`src/rtl/rgb_led_arbiter.sv`:
```
// rgb_led_arbiter
//   Shares the single on-board RGB LED between NREQ requesters. A round-robin
//   arbiter hands the LED to one requester at a time; an owner keeps it for
//   SLOT_TICKS prescaler ticks when others are waiting, otherwise for as long
//   as it keeps requesting. A free-running prescaler supplies both the slot
//   timebase and the blink phase.
//
// Ports
//   clk    : clock
//   rst    : synchronous reset, active-high
//   req    : per-requester LED request, level-sensitive
//   color  : requester i colour in bits [3i+2:3i] = {r,g,b}
//   blink  : per-requester blink enable (1 = blink, 0 = solid)
//   grant  : one-hot owner indicator, or all zero when idle
//   busy   : 1 while any grant is active
//   led_r  : red LED drive, active-high (registered)
//   led_g  : green LED drive, active-high (registered)
//   led_b  : blue LED drive, active-high (registered)

module rgb_led_arbiter #(
  parameter int NREQ       = 4,
  parameter int TICK_DIV   = 1200000,
  parameter int SLOT_TICKS = 20
) (
  input  logic              clk,
  input  logic              rst,
  input  logic [NREQ-1:0]   req,
  input  logic [3*NREQ-1:0] color,
  input  logic [NREQ-1:0]   blink,
  output logic [NREQ-1:0]   grant,
  output logic              busy,
  output logic              led_r,
  output logic              led_g,
  output logic              led_b
);

  localparam int CW = $clog2(TICK_DIV);
  localparam int SW = $clog2(SLOT_TICKS + 1);
  localparam int PW = $clog2(NREQ);

  localparam logic [CW-1:0] CNT_LAST  = CW'(TICK_DIV - 1);
  localparam logic [SW-1:0] SLOT_LAST = SW'(SLOT_TICKS - 1);
  localparam logic [PW-1:0] IDX_LAST  = PW'(NREQ - 1);

  typedef enum logic {
    IDLE = 1'b0,
    OWN  = 1'b1
  } state_t;

  state_t          state, state_n;
  logic [CW-1:0]   cnt;
  logic            tick;
  logic            phase;
  logic [SW-1:0]   slot, slot_n;
  logic [PW-1:0]   ptr, ptr_n;
  logic [PW-1:0]   owner, owner_n;
  logic [NREQ-1:0] others;
  logic [2:0]      owner_color;
  logic            owner_blink;

  // Index increment with wrap from NREQ-1 back to 0 (NREQ need not be a power of two).
  function automatic logic [PW-1:0] next_idx(input logic [PW-1:0] i);
    return (i == IDX_LAST) ? '0 : i + 1'b1;
  endfunction

  // First set bit of r searching start, start+1, ... modulo NREQ.
  function automatic logic [PW-1:0] rr_pick(input logic [NREQ-1:0] r,
                                            input logic [PW-1:0]   start);
    logic [PW-1:0] idx;
    logic [PW-1:0] pick;
    logic          found;
    idx   = start;
    pick  = start;
    found = 1'b0;
    for (int k = 0; k < NREQ; k++) begin
      if (!found && r[idx]) begin
        pick  = idx;
        found = 1'b1;
      end
      idx = next_idx(idx);
    end
    return pick;
  endfunction

  function automatic logic [NREQ-1:0] onehot(input logic [PW-1:0] i);
    logic [NREQ-1:0] v;
    v    = '0;
    v[i] = 1'b1;
    return v;
  endfunction

  assign tick = (cnt == CNT_LAST);

  // Free-running prescaler; only reset clears it, grants never touch it.
  always_ff @(posedge clk) begin
    if (rst) begin
      cnt   <= '0;
      phase <= 1'b0;
    end else if (tick) begin
      cnt   <= '0;
      phase <= ~phase;
    end else begin
      cnt   <= cnt + 1'b1;
    end
  end

  // Next-state logic: acquisition, release, slot counting and hand-over.
  always_comb begin
    state_n = state;
    owner_n = owner;
    ptr_n   = ptr;
    slot_n  = slot;
    others  = req & ~onehot(owner);
    case (state)
      IDLE: begin
        if (|req) begin
          state_n = OWN;
          owner_n = rr_pick(req, ptr);
          slot_n  = '0;
        end
      end
      OWN: begin
        // Release wins over an expiry landing in the same cycle.
        if (!req[owner]) begin
          state_n = IDLE;
          ptr_n   = next_idx(owner);
          slot_n  = '0;
        end else if (tick) begin
          if (slot == SLOT_LAST) begin
            slot_n = '0;
            // Direct hand-over with no idle gap; a lone owner simply renews.
            if (|others) begin
              owner_n = rr_pick(others, next_idx(owner));
              ptr_n   = next_idx(owner_n);
            end
          end else begin
            slot_n = slot + 1'b1;
          end
        end
      end
      default: begin
        state_n = IDLE;
      end
    endcase
  end

  // FSM state register with registered grant/busy derived from the next state.
  always_ff @(posedge clk) begin
    if (rst) begin
      state <= IDLE;
      owner <= '0;
      ptr   <= '0;
      slot  <= '0;
      grant <= '0;
      busy  <= 1'b0;
    end else begin
      state <= state_n;
      owner <= owner_n;
      ptr   <= ptr_n;
      slot  <= slot_n;
      grant <= (state_n == OWN) ? onehot(owner_n) : '0;
      busy  <= (state_n == OWN);
    end
  end

  assign owner_color = color[3*int'(owner) +: 3];
  assign owner_blink = blink[owner];

  // LED drive registered from the current owner, so it trails grant by one cycle.
  always_ff @(posedge clk) begin
    if (rst) begin
      {led_r, led_g, led_b} <= 3'b000;
    end else if (state == OWN) begin
      {led_r, led_g, led_b} <= owner_color & {3{~owner_blink | phase}};
    end else begin
      {led_r, led_g, led_b} <= 3'b000;
    end
  end

endmodule

```
`config.mk`:
```
export PLATFORM = sky130hd
export DESIGN_NAME = rgb_led_arbiter
export DESIGN_NICKNAME = d
export VERILOG_FILES = /design/src/rtl/rgb_led_arbiter.sv
export SDC_FILE = /design/constraint.sdc
export NUM_CORES = 1
export LEC_CHECK = 0
export CORE_AREA = 5 5 95 97
export CTS_CLUSTER_DIAMETER = 40
export CTS_CLUSTER_SIZE = 24
export DETAILED_ROUTE_END_ITERATION = 12
export DIE_AREA = 0 0 100 102
export PLACE_DENSITY = 0.49
export SETUP_SLACK_MARGIN = 0.05
export SLEW_MARGIN = 20
export SYNTH_ARGS = -nofsm -noshare
export SYNTH_HDL_FRONTEND = slang
export SYNTH_SLANG_ARGS = --single-unit
```
`constraint.sdc`:
```
create_clock -name clk -period 2.85 [get_ports clk]
set_clock_uncertainty 0.1 [all_clocks]
set_input_delay 0.855 -clock clk [delete_from_list [all_inputs] [get_ports clk]]
set_output_delay 0.855 -clock clk [all_outputs]
set_load 0.02 [all_outputs]
```
==> flow_summary.toml, run 1 <==
[outcome]
status = "complete, no violations"

[detailed_routing]
ant_nets = 0
via_per_inst = 5.06
wl_per_cell_um = 13.8
drc = 0
dr.pass1.iters = 4
drt_iter0_drc = 84
wl_mm = 6.17
vias = 2258

[power_and_ir_drop]
combPwrFrac_pct = 34.7
power_frac_seq_pct = 34.4
p_sw_mw = 0.526
vdd_drop_max_uv = 299
clock_power_share_pct = 30.9
p_int_mw = 1.23
swShare_pct = 30.0
p_leak_nw = 1.21
power_density_mw_per_mm2 = 544

[worst_setup_path]
cp_slowest_cell = "o31a_1"
critical_path.max_stage_delay_ps = 330
critical_path.cell_chain = "clkdlybuf4s15_1 > buf_4 > o32a_1 > o22a_1 > o211a_1 > o31a_1 > nor4_2"
endpoint_kind = "register"
arrival_ps = 2760
endpoint = "grant[3]"
cp-start-kind = "primary input"
worst-path-stages = 7
crit_type = "primary input to register"
r2r_cells = 7
r2r-start = "ptr[0]"
ff2ff_setup_slack_ps = 250
required_ps = 2950
path_buf_inv = 2
cp_max_fo = 10
r2r-end = "grant[3]"
crit_family = "compound AO/OA/AOI/OAI gates"
critPathLaunch = "req[1]"

[clock_network]
hold_buffers = 0
htree_levels = 2
clk-insertion-delay-late_ps = 280
clock-sinks = 39
cts_tree = "done"
cts_buffers = 5
cts.path.max_buffers = 2
clk_pin_slew_ps = 80
clockRootBuffer = "clkbuf_8"

[logic_synthesis]
yosysWarnings = 0
netlist.top_cell.by_area = "dfxtp_1"
synth-async-reset-ratio_pct = 0
ys_seq_elements = 39
yosysUniqueCellTypes = 63
netlist_area_sq_mm = 0.00250
synth_nets = 318
synth_ff_type = "dfxtp_1"
synthCells = 289
synth_top_area_share_pct = 31.2
synth.top_cells.by_area = "dfxtp_1, mux4_2, nor2_1"
avgSynthCellArea_sq_um = 8.65
synth_edf_count = 0
yosysSeqAreaShare_pct = 31.2

[min_path]
hp-class = "register to register"
min_delay_path_depth = 1

[global_route]
grt_start_max_net_pins = 21
overflow = 0
grt_pass1_wl_mm = 10.8
grt_pass1_vias = 2196
grt_usage_pct = 12.8
grt_antenna_before_repair = 0

[place]
place_area_sq_mm = 0.00307
io_buffers = 29
dpl.hpwl_mm = 4.78
gp_congestion = 0.881

[sta]
tightestPinTransition_ps = 649
timing.setup.tns_ps = 0
period_share_pct = 93.4
period_needed_ps = 2660
drv_slew = 0
finalSetupViolations = 0
hold_viol = 0
relSlewSlack_pct = 56.3
rsz0062_at_grt = "no"
fmax_mhz = 376

[floorplanning]
die_w_um = 100
fp.dieArea_sq_mm = 0.0102
start_util_pct = 31.0
ios = 30
die_h_um = 102
coreArea_sq_mm = 0.00805
row_count = 33

[final_layout]
final_layout_size_suffix_gt1_share_pct = 18.8
design_area_sq_mm = 0.00322
insertedDiodeCount = 0
syn_to_final_growth_pct = 28.8
nNetsFinal = 369

[run]
drv_cap = 0
[cell usage in the layout, fill, tap and decap left out, types with 3 or more instances in the layout]
| cell type | n |
|---|---|
| and3_1 | 4 |
| nand3_1 | 14 |
| and4_1 | 3 |
| clkbuf_8 | 5 |
| dfxtp_1 | 38 |
| nor2_1 | 35 |
| a211oi_1 | 4 |
| a21oi_1 | 11 |
| a32oi_1 | 5 |
| or2_2 | 4 |
| xor2_1 | 14 |
| nor2b_1 | 5 |
| mux4_2 | 6 |
| mux2i_1 | 4 |
| ha_1 | 7 |
| clkdlybuf4s50_1 | 25 |
| nand2_1 | 19 |
| buf_4 | 30 |
| nor3_1 | 8 |
| nand2b_1 | 6 |
| o31ai_1 | 5 |
| o21ai_0 | 7 |
| inv_1 | 8 |
| xnor2_1 | 7 |
| o211ai_1 | 3 |
[cells in the mapped netlist, types with 3 or more instances]
library cell	count
o211ai_1	3
o31ai_1	5
xor2_1	14
nor2b_1	5
a32oi_1	5
a21oi_1	11
dfxtp_1	39
clkbuf_1	6
nand3_1	14
mux4_2	6
and3_1	4
inv_1	8
nor3_1	8
mux2i_1	4
nand2b_1	6
nand2_1	19
ha_1	7
xnor2_1	8
and4_1	3
o21ai_0	7
nor2_1	35
a211oi_1	4
or2_2	4
buf_2	8
o21ai_1	3
[kinds of logic (layout without fill, tap and decap cells)]
logic type,after synthesis,after routing,synth area share [%]
xor+xnor,22,22,7.71
simple gates,128,128,29.0
fa+ha+maj,7,7,3.50
buf+inv,24,76,4.30
flops,39,39,31.2
mux,12,12,7.91
compound gates,57,57,16.4
[layout make-up]
class                   instances  area [sq um]
inverters                       9          33.8
flip-flops and latches         39           782
repair buffers                 59           508
clock inverters                 3          67.6
clock buffers                   5          68.8
well taps                     105           131
fillers                       824          4830
multi-input cells             226          1630
[state kept, by name, indices dropped and copies added (netlist names)]
register / flops
led_r: 1
led_b: 1
state: 1
slot: 5
phase: 1
owner: 2
grant: 4
led_g: 1
ptr: 2
cnt: 21
[per-layer routing]
layer,share of wire [%],vias up,track usage [%]
li1,-,1154,-
met1,49,1071,17.5
met2,47,28,21.0
met3,2.9,5,2.46
met4,0.97,0,3.11
met5,0,-,0
[worst min-delay path by stage]
| stage | startpoint | end |
|---|---|---|
| after global placement | cnt[0] | cnt[0] |
| after CTS | cnt[0] | cnt[0] |
| after floorplan | cnt[0] | cnt[0] |
| after detailed placement | cnt[0] | cnt[0] |
| after global routing | cnt[0] | cnt[0] |
| final | cnt[0] | cnt[0] |
[repair_timing]
item	in CTS	in global routing
endpoints found under the setup margin	9	5
resized for setup	4	7
setup buffers	0	0
[power by group through the flow]
| stage | Sequential, mW | Combinational [mW] | Clock, mW |
|---|---|---|---|
| after CTS | 0.602 | 0.604 | 0.561 |
| after global placement | 0.616 | 0.602 | 0 |
| after detailed placement | 0.614 | 0.603 | 0 |
| final | 0.603 | 0.609 | 0.541 |
| after global routing | 0.608 | 0.675 | 0.586 |
| after floorplan | 0.620 | 0.372 | 0 |
[stage by stage]
| step | hold WS (ps) | setup slack (ps) | utilization, % | instances | power [mW] |
|---|---|---|---|---|---|
| after floorplan | 330 | 328 | - | 289 | 0.992 |
| after global placement | 344 | -415 | 38.2 | 438 | 1.22 |
| after detailed placement | 353 | -416 | 38.2 | 438 | 1.22 |
| after CTS | 372 | 166 | 39.8 | 446 | 1.77 |
| after global routing | 396 | 56.0 | 40.0 | 446 | 1.87 |
| final | 368 | 189 | 40.0 | 446 | 1.75 |
No activity file was read; power rests on OpenSTA's default activity.
==> run 2, diff against run 1 <==
--- a/config.mk
+++ b/config.mk
@@ -5,12 +5,12 @@
 export SDC_FILE = /design/constraint.sdc
 export NUM_CORES = 1
 export LEC_CHECK = 0
-export CORE_AREA = 5 5 95 97
-export CTS_CLUSTER_DIAMETER = 40
+export CORE_AREA = 5 5 73 75
+export CTS_CLUSTER_DIAMETER = 120
 export CTS_CLUSTER_SIZE = 24
 export DETAILED_ROUTE_END_ITERATION = 12
-export DIE_AREA = 0 0 100 102
-export PLACE_DENSITY = 0.49
+export DIE_AREA = 0 0 78 80
+export PLACE_DENSITY = 0.78
 export SETUP_SLACK_MARGIN = 0.05
 export SLEW_MARGIN = 20
 export SYNTH_ARGS = -nofsm -noshare
==> flow_summary.toml, run 2 (synthesis results as in run 1) <==
[worst_setup_path]
r2r-end = "grant[3]"
path_buf_inv = 2
crit_family = "compound AO/OA/AOI/OAI gates"
cp_slowest_cell = "dlygate4sd2_1"
cp-start-kind = "primary input"
critical_path.max_stage_delay_ps = 330
endpoint_kind = "register"
r2r-start = "ptr[0]"
critical_path.cell_chain = "dlygate4sd2_1 > buf_4 > o32a_1 > o22a_1 > o211a_1 > o31a_1 > nor4_2"
cp_max_fo = 10
arrival_ps = 2730
required_ps = 2970
ff2ff_setup_slack_ps = 250
r2r_cells = 7
crit_type = "primary input to register"

[sta]
timing.setup.tns_ps = 0
whs_ps = 376
hold_viol = 0
period_needed_ps = 2610
period_share_pct = 91.5
rsz0062_at_grt = "no"
tightestPinTransition_ps = 459
finalSetupViolations = 0
fmax_mhz = 384
relSlewSlack_pct = 69.1
fin_ws_ps = 243
drv_slew = 0

[floorplanning]
ios = 30
die_h_um = 80
coreArea_sq_mm = 0.00460
die_w_um = 78
start_util_pct = 54.4
fp.dieArea_sq_mm = 0.00624
row_count = 25

[clock_network]
clock-sinks = 39
htree_levels = 2
cts_tree = "done"
clk-insertion-delay-late_ps = 300
hold_buffers = 0
cts_buffers = 5
clockRootBuffer = "clkbuf_8"
clk_pin_slew_ps = 80
cts.path.max_buffers = 2

[place]
dp_slack_ps = -343
gp_congestion = 0.899
io_buffers = 29
dpl.hpwl_mm = 4.16
place_area_sq_mm = 0.00300
numPlacedInstances = 386

[final_layout]
fillers = 385
final_cell_mix = "dfxtp_1, nor2_1, buf_4"
largest_register_ffs = 21
register_area_sq_um = 781
design_area_sq_mm = 0.00312
regMostFlops = "cnt"
final_core_util_pct = 67.9
final_common_cell = "dfxtp_1"
final_layout_size_suffix_gt1_share_pct = 17.4
largestRegisters = "cnt: 21 flops, slot: 5 flops, grant: 4 flops"
insertedDiodeCount = 0
nNetsFinal = 368
multi_input_comb_area_sq_mm = 0.00162
syn_to_final_growth_pct = 24.8
layout.cells.non_filler = 394

[min_path]
holdPathEnd = "cnt[0]"
min_delay_path_depth = 1
min-delay-start = "cnt[0]"
hp-class = "register to register"

[power_and_ir_drop]
p_total_mw = 1.67
p_leak_nw = 1.20
vdd_drop_max_uv = 469
power_density_mw_per_mm2 = 535

[detailed_routing]
ant_nets = 0
vias = 2242
dr.pass1.iters = 4
drc = 0
wl_mm = 5.48
via_per_inst = 5.69
wl_per_cell_um = 13.9
drt_iter0_drc = 102

[global_route]
grt_pass1_vias = 2179
overflow = 0
grt_start_max_net_pins = 21
grt_usage_pct = 19.0
grt_antenna_before_repair = 0
grt_pass1_wl_mm = 9.76

[outcome]
status = "complete, no violations"

[run]
drv_cap = 0
run 2: worst max path at each step:
stage | start | endpoint | cells after the start
final | req[1] | grant[3] | 7
after global routing | ptr[0] | grant[3] | 7
after CTS | req[3] | grant[1] | 7
after global placement | req[1] | grant[1] | 7
after floorplan | req[1] | grant[0] | 7
after detailed placement | req[0] | owner[1] | 8
run 2: repair_timing:
item / 4_1_cts / 5_1_grt
gates cloned: 0 / 0
endpoints found under the hold margin: 0 / 0
gates resized for setup: 4 / 1
setup endpoints to repair: 7 / 10
pin swaps: 0 / 0
setup buffers: 0 / 0
run 2: routing by layer:
layer | GRT usage, % | routed length (um) | vias up
met5 | 0 | 0 | -
met4 | 5.91 | 66 | 0
met3 | 3.95 | 158 | 7
met2 | 32.0 | 2640 | 28
met1 | 24.2 | 2620 | 1053
li1 | - | - | 1154
run 2: layout make-up:
| cell class | count | share of cell area [%] |
|---|---|---|
| clock buffer | 5 | 2.21 |
| clock inverter | 3 | 1.52 |
| inverter | 9 | 1.08 |
| multi-input combinational | 226 | 51.8 |
| sequential | 39 | 25.0 |
| tap | 54 | 2.17 |
| timing repair buffer | 58 | 16.2 |
run 2: power breakdown:
group	switching (mW)	internal [mW]
combinational	0.291	0.302
clock	0.208	0.265
sequential	0.0309	0.573
run 2: worst reg2reg max path: stages, from the launching register on:
cell	delay, ps
dfxtp_1	330
ha_1	580
xnor2_1	220
or4b_1	530
nand3_1	100
a21oi_1	80
o31a_1	340
nor4_2	250
